## src/rtl/tdm_demux_rx_pkg.sv

```systemverilog
// Shared definitions for the TDM receive path: FSM state encoding and slot-width helper.
package tdm_demux_rx_pkg;

    typedef enum logic {
        ST_HUNT   = 1'b0,
        ST_LOCKED = 1'b1
    } state_t;

    function automatic int slot_w(input int ch);
        return (ch > 1) ? $clog2(ch) : 1;
    endfunction

endpackage

```

## src/rtl/tdm_slot_ctr.sv

```systemverilog
// Modulo-CH slot counter with enable, synchronous load-to-1 (resync) and wrap flag.
module tdm_slot_ctr
    import tdm_demux_rx_pkg::*;
#(
    parameter int CH = 4,
    localparam int SW = slot_w(CH)
) (
    input  logic          clk,
    input  logic          rst_n,
    input  logic          en,
    input  logic          load,
    output logic [SW-1:0] slot,
    output logic          wrap
);

    localparam logic [SW-1:0] LAST = SW'(CH - 1);

    assign wrap = (slot == LAST);

    // Load lands on slot 1 because the cycle that loads also captures slot 0.
    always_ff @(posedge clk or negedge rst_n) begin
        if (!rst_n) begin
            slot <= '0;
        end else if (load) begin
            slot <= SW'(1);
        end else if (en) begin
            slot <= wrap ? '0 : slot + SW'(1);
        end
    end

endmodule

```

## src/rtl/tdm_demux_rx.sv

```systemverilog
// TDM lane receiver: hunts for a sync strobe, then rebuilds CH-channel frames from the serial lane.
module tdm_demux_rx
    import tdm_demux_rx_pkg::*;
#(
    parameter int CH = 4,
    parameter int W  = 1,
    localparam int SW = slot_w(CH)
) (
    input  logic            clk,
    input  logic            rst_n,
    input  logic            en,
    input  logic            sync,
    input  logic [W-1:0]    din,
    output logic [SW-1:0]   slot,
    output logic [CH*W-1:0] dout,
    output logic            dout_valid,
    output logic            locked,
    output logic            sync_err
);

    state_t              state;
    logic [CH-1:0][W-1:0] shadow;
    logic                wrap;
    logic                hunt_hit;
    logic                resync;

    assign hunt_hit = en & sync & (state == ST_HUNT);
    assign resync   = en & sync & (state == ST_LOCKED) & (slot != '0);

    tdm_slot_ctr #(.CH(CH)) u_slot_ctr (
        .clk   (clk),
        .rst_n (rst_n),
        .en    (en & (state == ST_LOCKED)),
        .load  (hunt_hit | resync),
        .slot  (slot),
        .wrap  (wrap)
    );

    always_ff @(posedge clk or negedge rst_n) begin
        if (!rst_n) begin
            state      <= ST_HUNT;
            shadow     <= '0;
            dout       <= '0;
            dout_valid <= 1'b0;
            locked     <= 1'b0;
            sync_err   <= 1'b0;
        end else begin
            dout_valid <= 1'b0;
            sync_err   <= 1'b0;
            if (en) begin
                case (state)
                    ST_HUNT: begin
                        if (sync) begin
                            shadow[0] <= din;
                            state     <= ST_LOCKED;
                            locked    <= 1'b1;
                        end
                    end
                    ST_LOCKED: begin
                        // A misplaced sync wins over a last-slot capture.
                        if (resync) begin
                            shadow    <= '0;
                            shadow[0] <= din;
                            sync_err  <= 1'b1;
                        end else begin
                            shadow[slot] <= din;
                            if (wrap) begin
                                dout       <= {din, shadow[CH-2:0]};
                                dout_valid <= 1'b1;
                            end
                        end
                    end
                endcase
            end
        end
    end

endmodule

```

## config.mk

```make
export PLATFORM = sky130hd
export DESIGN_NAME = tdm_demux_rx
export DESIGN_NICKNAME = d
export VERILOG_FILES = /design/src/rtl/tdm_demux_rx_pkg.sv /design/src/rtl/tdm_slot_ctr.sv /design/src/rtl/tdm_demux_rx.sv
export SDC_FILE = /design/constraint.sdc
export NUM_CORES = 1
export LEC_CHECK = 0
export BUFFER_PORTS_ARGS = -buffer_cell sky130_fd_sc_hd__buf_2
export CORE_AREA = 8 8 45 47
export DETAILED_ROUTE_END_ITERATION = 8
export DIE_AREA = 0 0 53 55
export PLACE_DENSITY = 0.68
export SLEW_MARGIN = 10
export SYNTH_ARGS = -nofsm -noshare
export SYNTH_HDL_FRONTEND = slang
export SYNTH_SLANG_ARGS = --single-unit
```

## constraint.sdc

```tcl
create_clock -name clk -period 3 [get_ports clk]
set_input_delay 0.15 -clock clk [delete_from_list [all_inputs] [get_ports clk]]
set_output_delay 0.15 -clock clk [all_outputs]
set_load 0.01 [all_outputs]
```

Word level (Yosys, flattened, before mapping):

Cells that the tools add are included.
W data, S select, Z words.

* register bits: 14
* input bits: 5
* output and inout port bits: 9
* logic and storage cells: 48

* add/subtract/negate cells: 1
* magnitude comparators: 2
* equality and inequality tests: 2
* muxes and demuxes: 18
* bitwise operators: 8
* reductions and logical operators: 7

Operator list (count)
* $mux W1: 11
* $mux W2: 3
* $and A1 B1 Y1: 5
* $bwmux W4: 1
* $mux W4: 1
* $reduce_and A2 Y1: 2
* $reduce_and A4 Y1: 1
* $reduce_bool A2 Y1: 2
* $lt A2 B3 Y1 const B: 1
* $reduce_and A3 Y1: 1
* $add A2 B1 Y2 const B: 1
* $demux W1 S2: 1
* $eq A2 B2 Y1 const B: 1
* $ge A2 B1 Y1 const B: 1
* $ne A2 B2 Y1 const B: 1
* $not A1 Y1: 2
* $pmux W1 S2: 1
* $logic_and A1 B1 Y1: 1
* $or A1 B1 Y1: 1

Depth between registers and ports, before layout:

* word-level depth: 7
* mapped depth: 5
* depth with buffers taken out: 5

Cells and area by module:

A second synthesis with hierarchy kept.

* cells, all modules: 46
* area total of the unflattened synthesis: 576.8 sq um

Modules (own cells, without submodules)
* tdm_demux_rx: times used 1, cells each 38, area each 481.7 sq um, sequential area each 275.3 sq um
* tdm_slot_ctr: times used 1, cells each 8, area each 95.1 sq um, sequential area each 50.0 sq um

Worst setup path before layout:

OpenSTA, ideal clock, no wires.

* kind: reg2reg
* start point: reg u_slot_ctr.slot[0]
* end point: reg dout[0]
* library setup time: 0.125 ns
* arrival time: 1.429 ns
* required time: 2.875 ns
* slack: 1.446 ns
* cell stages (with the launch flop): 6
* buffers on the path: 0
* clock period less this slack: 1.554 ns
* path through: dfrtp_1 inv_1 ha_1 nand2b_1 nand4_1 mux2_2

* cells in the longest elaborated chain, start to end: 4
* elaborated cells on any way between the ends: 5
* classes of those cells: 1 x eq/ne; 2 x bitwise; 2 x reduce/logical

RTL lines
* from (decl): RTL line tdm_slot_ctr.sv:12 `output logic [SW-1:0] slot,`
* from (signal assigned): RTL line tdm_slot_ctr.sv:27 `slot <= wrap ? '0 : slot + SW'(1);`
* $reduce_bool A2 Y1: RTL line tdm_demux_rx.sv:28 `assign resync = en & sync & (state == ST_LOCKED) & (slot != '0);`
* $and A1 B1 Y1: RTL line tdm_demux_rx.sv:28
* $not A1 Y1 (no line)
* $reduce_and A4 Y1 (no line) *
* to (signal assigned): RTL line tdm_demux_rx.sv:68 `dout <= {din, shadow[CH-2:0]};`
* to (decl): RTL line tdm_demux_rx.sv:15 `output logic [CH*W-1:0] dout,`

Mark *: on every way between the ends. The rest lies on a longest branch, timed or not.
A chain may end at the register's enable or synchronous reset.

Final worst setup path:

Ends and elaborated chain as after synthesis.

==> impl_metrics.tcl <==
set metrics [dict create \
    max_slew_margin 0.8126 \
    worst_setup_path_end_kind "flip-flop" \
    rsz0062_at_grt "no" \
    max_freq_ghz 0.6095 \
    fin_nets 77 \
    yosysMostFrequentCell "dfrtp_1" \
    setup-tns-final_ps 0 \
    cts_root_buf "clkbuf_4" \
    synthArstFlopShare 1.000 \
    reg2regPathDepth 5 \
    power.density_nw_per_um2 821.1 \
    synth.area.top_cells "dfrtp_1, mux2_2, ha_1" \
    ys_ff_latch 13 \
    finalWorstSetupSlack_ps 1359 \
    fin_skew_ps 6.347 \
    p_seq_frac 0.463 \
    slowest_delay_ps 460 \
    synth_flop_cell "dfrtp_1" \
    vdd_drop_max_mv 0.3911 \
    dr_total_vias 417 \
    synth_area_leader_cell "dfrtp_1" \
    io_buffers 13 \
    worst_pin_slew_ps 281.0 \
    synth_nets 59 \
    netlist_area_um2 608.1 \
    routed_via_density 5.024 \
    start_util 0.4394 \
    place_congestion 0.8645 \
    r2r_slack_ps 1360 \
    setup_violations 0 \
    synthCells 50 \
    clk_pin_slew_worst_paths_ps 80 \
    die_x_um 53 \
    period_needed_ps 1641 \
    postSynthAreaPerCell_um2 12.16 \
    start_kind "flip-flop" \
    core-area_um2 1384 \
    fp.dieArea_um2 2915 \
    hold_viol 0 \
    min_path_type "in -> reg" \
    power_leakage_nw 0.3918 \
    switching_share 0.3379 \
    std_cell_rows 14 \
    drc 0 \
    ctsHoldBuffers 1 \
    drtIter0Drc 2 \
    track_usage 0.09597 \
    critPathKind "reg -> reg" \
    dp_hpwl_um 951.4 \
    slew_violations 0 \
    clk_latency_ps 280 \
    first_pass_iters 2 \
    syn_to_final_growth_pct 18.72 \
    status "completed" \
    fin_crit_sh 0.5469 \
    whs_path_depth 2 \
    ys_warn_count 0 \
    cp.required_ps 3160 \
    wire_per_inst_um 14.36 \
    drive_gt1_frac 0.3582 \
    cts_made_buffers 3 \
    post-place-ws_ps 1367 \
    htreeDepth 1 \
    post_cts.repair.setup_buffers 0 \
    cts_tree "built" \
    synthDistinctLibCells 18 \
    grt_pass1_wl_mm 1.973 \
    holdWs_ps 146.2 \
    crit_arrival_ps 1800 \
    combPwrFrac 0.354 \
    critical_path.cell_chain "inv_1, ha_1, nand2b_1, nand4_1, mux2_2" \
    total_power_uw 592.8 \
    yosysTopAreaCellShare 0.5350 \
    dp_cells 78 \
    ctsResizeCount 0 \
    max_cap_violations 0 \
    ant_nets 0 \
    finalNonFillerCells 83 \
    io_pins 14 \
    antenna_found_initial 0 \
    p_switching_uw 200.3 \
    overflow 0 \
    synthTopCellsByCount "dfrtp_1, mux2_2, inv_1" \
    grt_max_degree 14 \
    seq_area_frac_synth 0.5350 \
    grt_pass1_vias 440 \
    pwr-share-clk 0.183 \
    crit_fanout 8 \
    routed_wl_mm 1.192 \
    n_antenna_cell 0 \
    clk_path_buf_depth 2 \
    cp_slowest_cell "dfrtp_1" \
    synth_edf_count 0 \
    die_h_um 55 \
    intPower_uw 392.5 \
    numClockSinks 13 \
]
[registers in the layout (all words and copies together), names as in the netlist]
signal / flops
dout: 4
state: 1
u_slot_ctr.slot: 2
shadow: 3
locked: 1
dout_valid: 1
sync_err: 1
[cell usage in the layout (no fill, tap or decap), types with 2 or more instances in the layout]
cell type / count
clkbuf_4: 3
mux2_2: 7
ha_1: 4
a22o_1: 3
and3_1: 2
nand2_1: 3
buf_2: 13
inv_1: 5
nand2b_1: 2
dfrtp_1: 13
a21oi_1: 2
[worst max-delay path: cells and delay by family, from the launching register on]
family,cells,cell delay [ps]
flip-flops,1,460
multiplexers,1,380
AND/OR/NAND/NOR,2,360
adder cells (fa/ha/maj),1,220
buffers and inverters,1,100
[power groups by stage]
stage                     registers, mW  clock network [mW]  logic [mW]
after global routing              0.285               0.118       0.233
after CTS                         0.275               0.111       0.216
after floorplan                   0.290                   0       0.113
after global placement            0.275                   0       0.207
after detailed placement          0.279                   0       0.212
final                             0.275               0.108       0.210
[area by class of cell]
type / count / area [um2]
inverter: 5 / 18.77
multi-input combinational: 31 / 256.5
tap: 16 / 20.02
fill: 128 / 661.9
sequential: 13 / 325.3
timing repair buffer: 14 / 75.07
clock buffer: 4 / 26.28
[metrics by stage]
step / area, um2 / utilization
global placement: 685.7 / 0.4955
CTS: 721.9 / 0.5217
detailed placement: 685.7 / 0.4955
global route: 721.9 / 0.5217
finish: 721.9 / 0.5217
floorplan: 608.1 / -
[cells by family after synthesis]
| kind of cell | share of synthesized area |
|---|---|
| muxes | 0.1296 |
| and+or+nand+nor | 0.1008 |
| DFF | 0.5350 |
| buffers and inverters | 0.04322 |
| adders and majority gates | 0.08231 |
| AOI/OAI and AO/OA | 0.1091 |
[routing by layer]
layer  part of all wire  track usage  up-vias
li1                   -            -      211
met1               0.40       0.1045      190
met2               0.46       0.1465       11
met3              0.093      0.03743        5
met4              0.038      0.07759        0
met5                  0            0        -
[path summary, 6_finish.rpt]
kind,start,to
worst max-delay path,u_slot_ctr.slot[0],dout[0]
worst min-delay path,din,dout[3]
worst max register to register,u_slot_ctr.slot[0],dout[0]
worst min register to register,locked,locked
max in group asynchronous,rst_n,dout[0]
min in group asynchronous,rst_n,u_slot_ctr.slot[1]
Note: power is estimated with default switching activity, not from simulation.
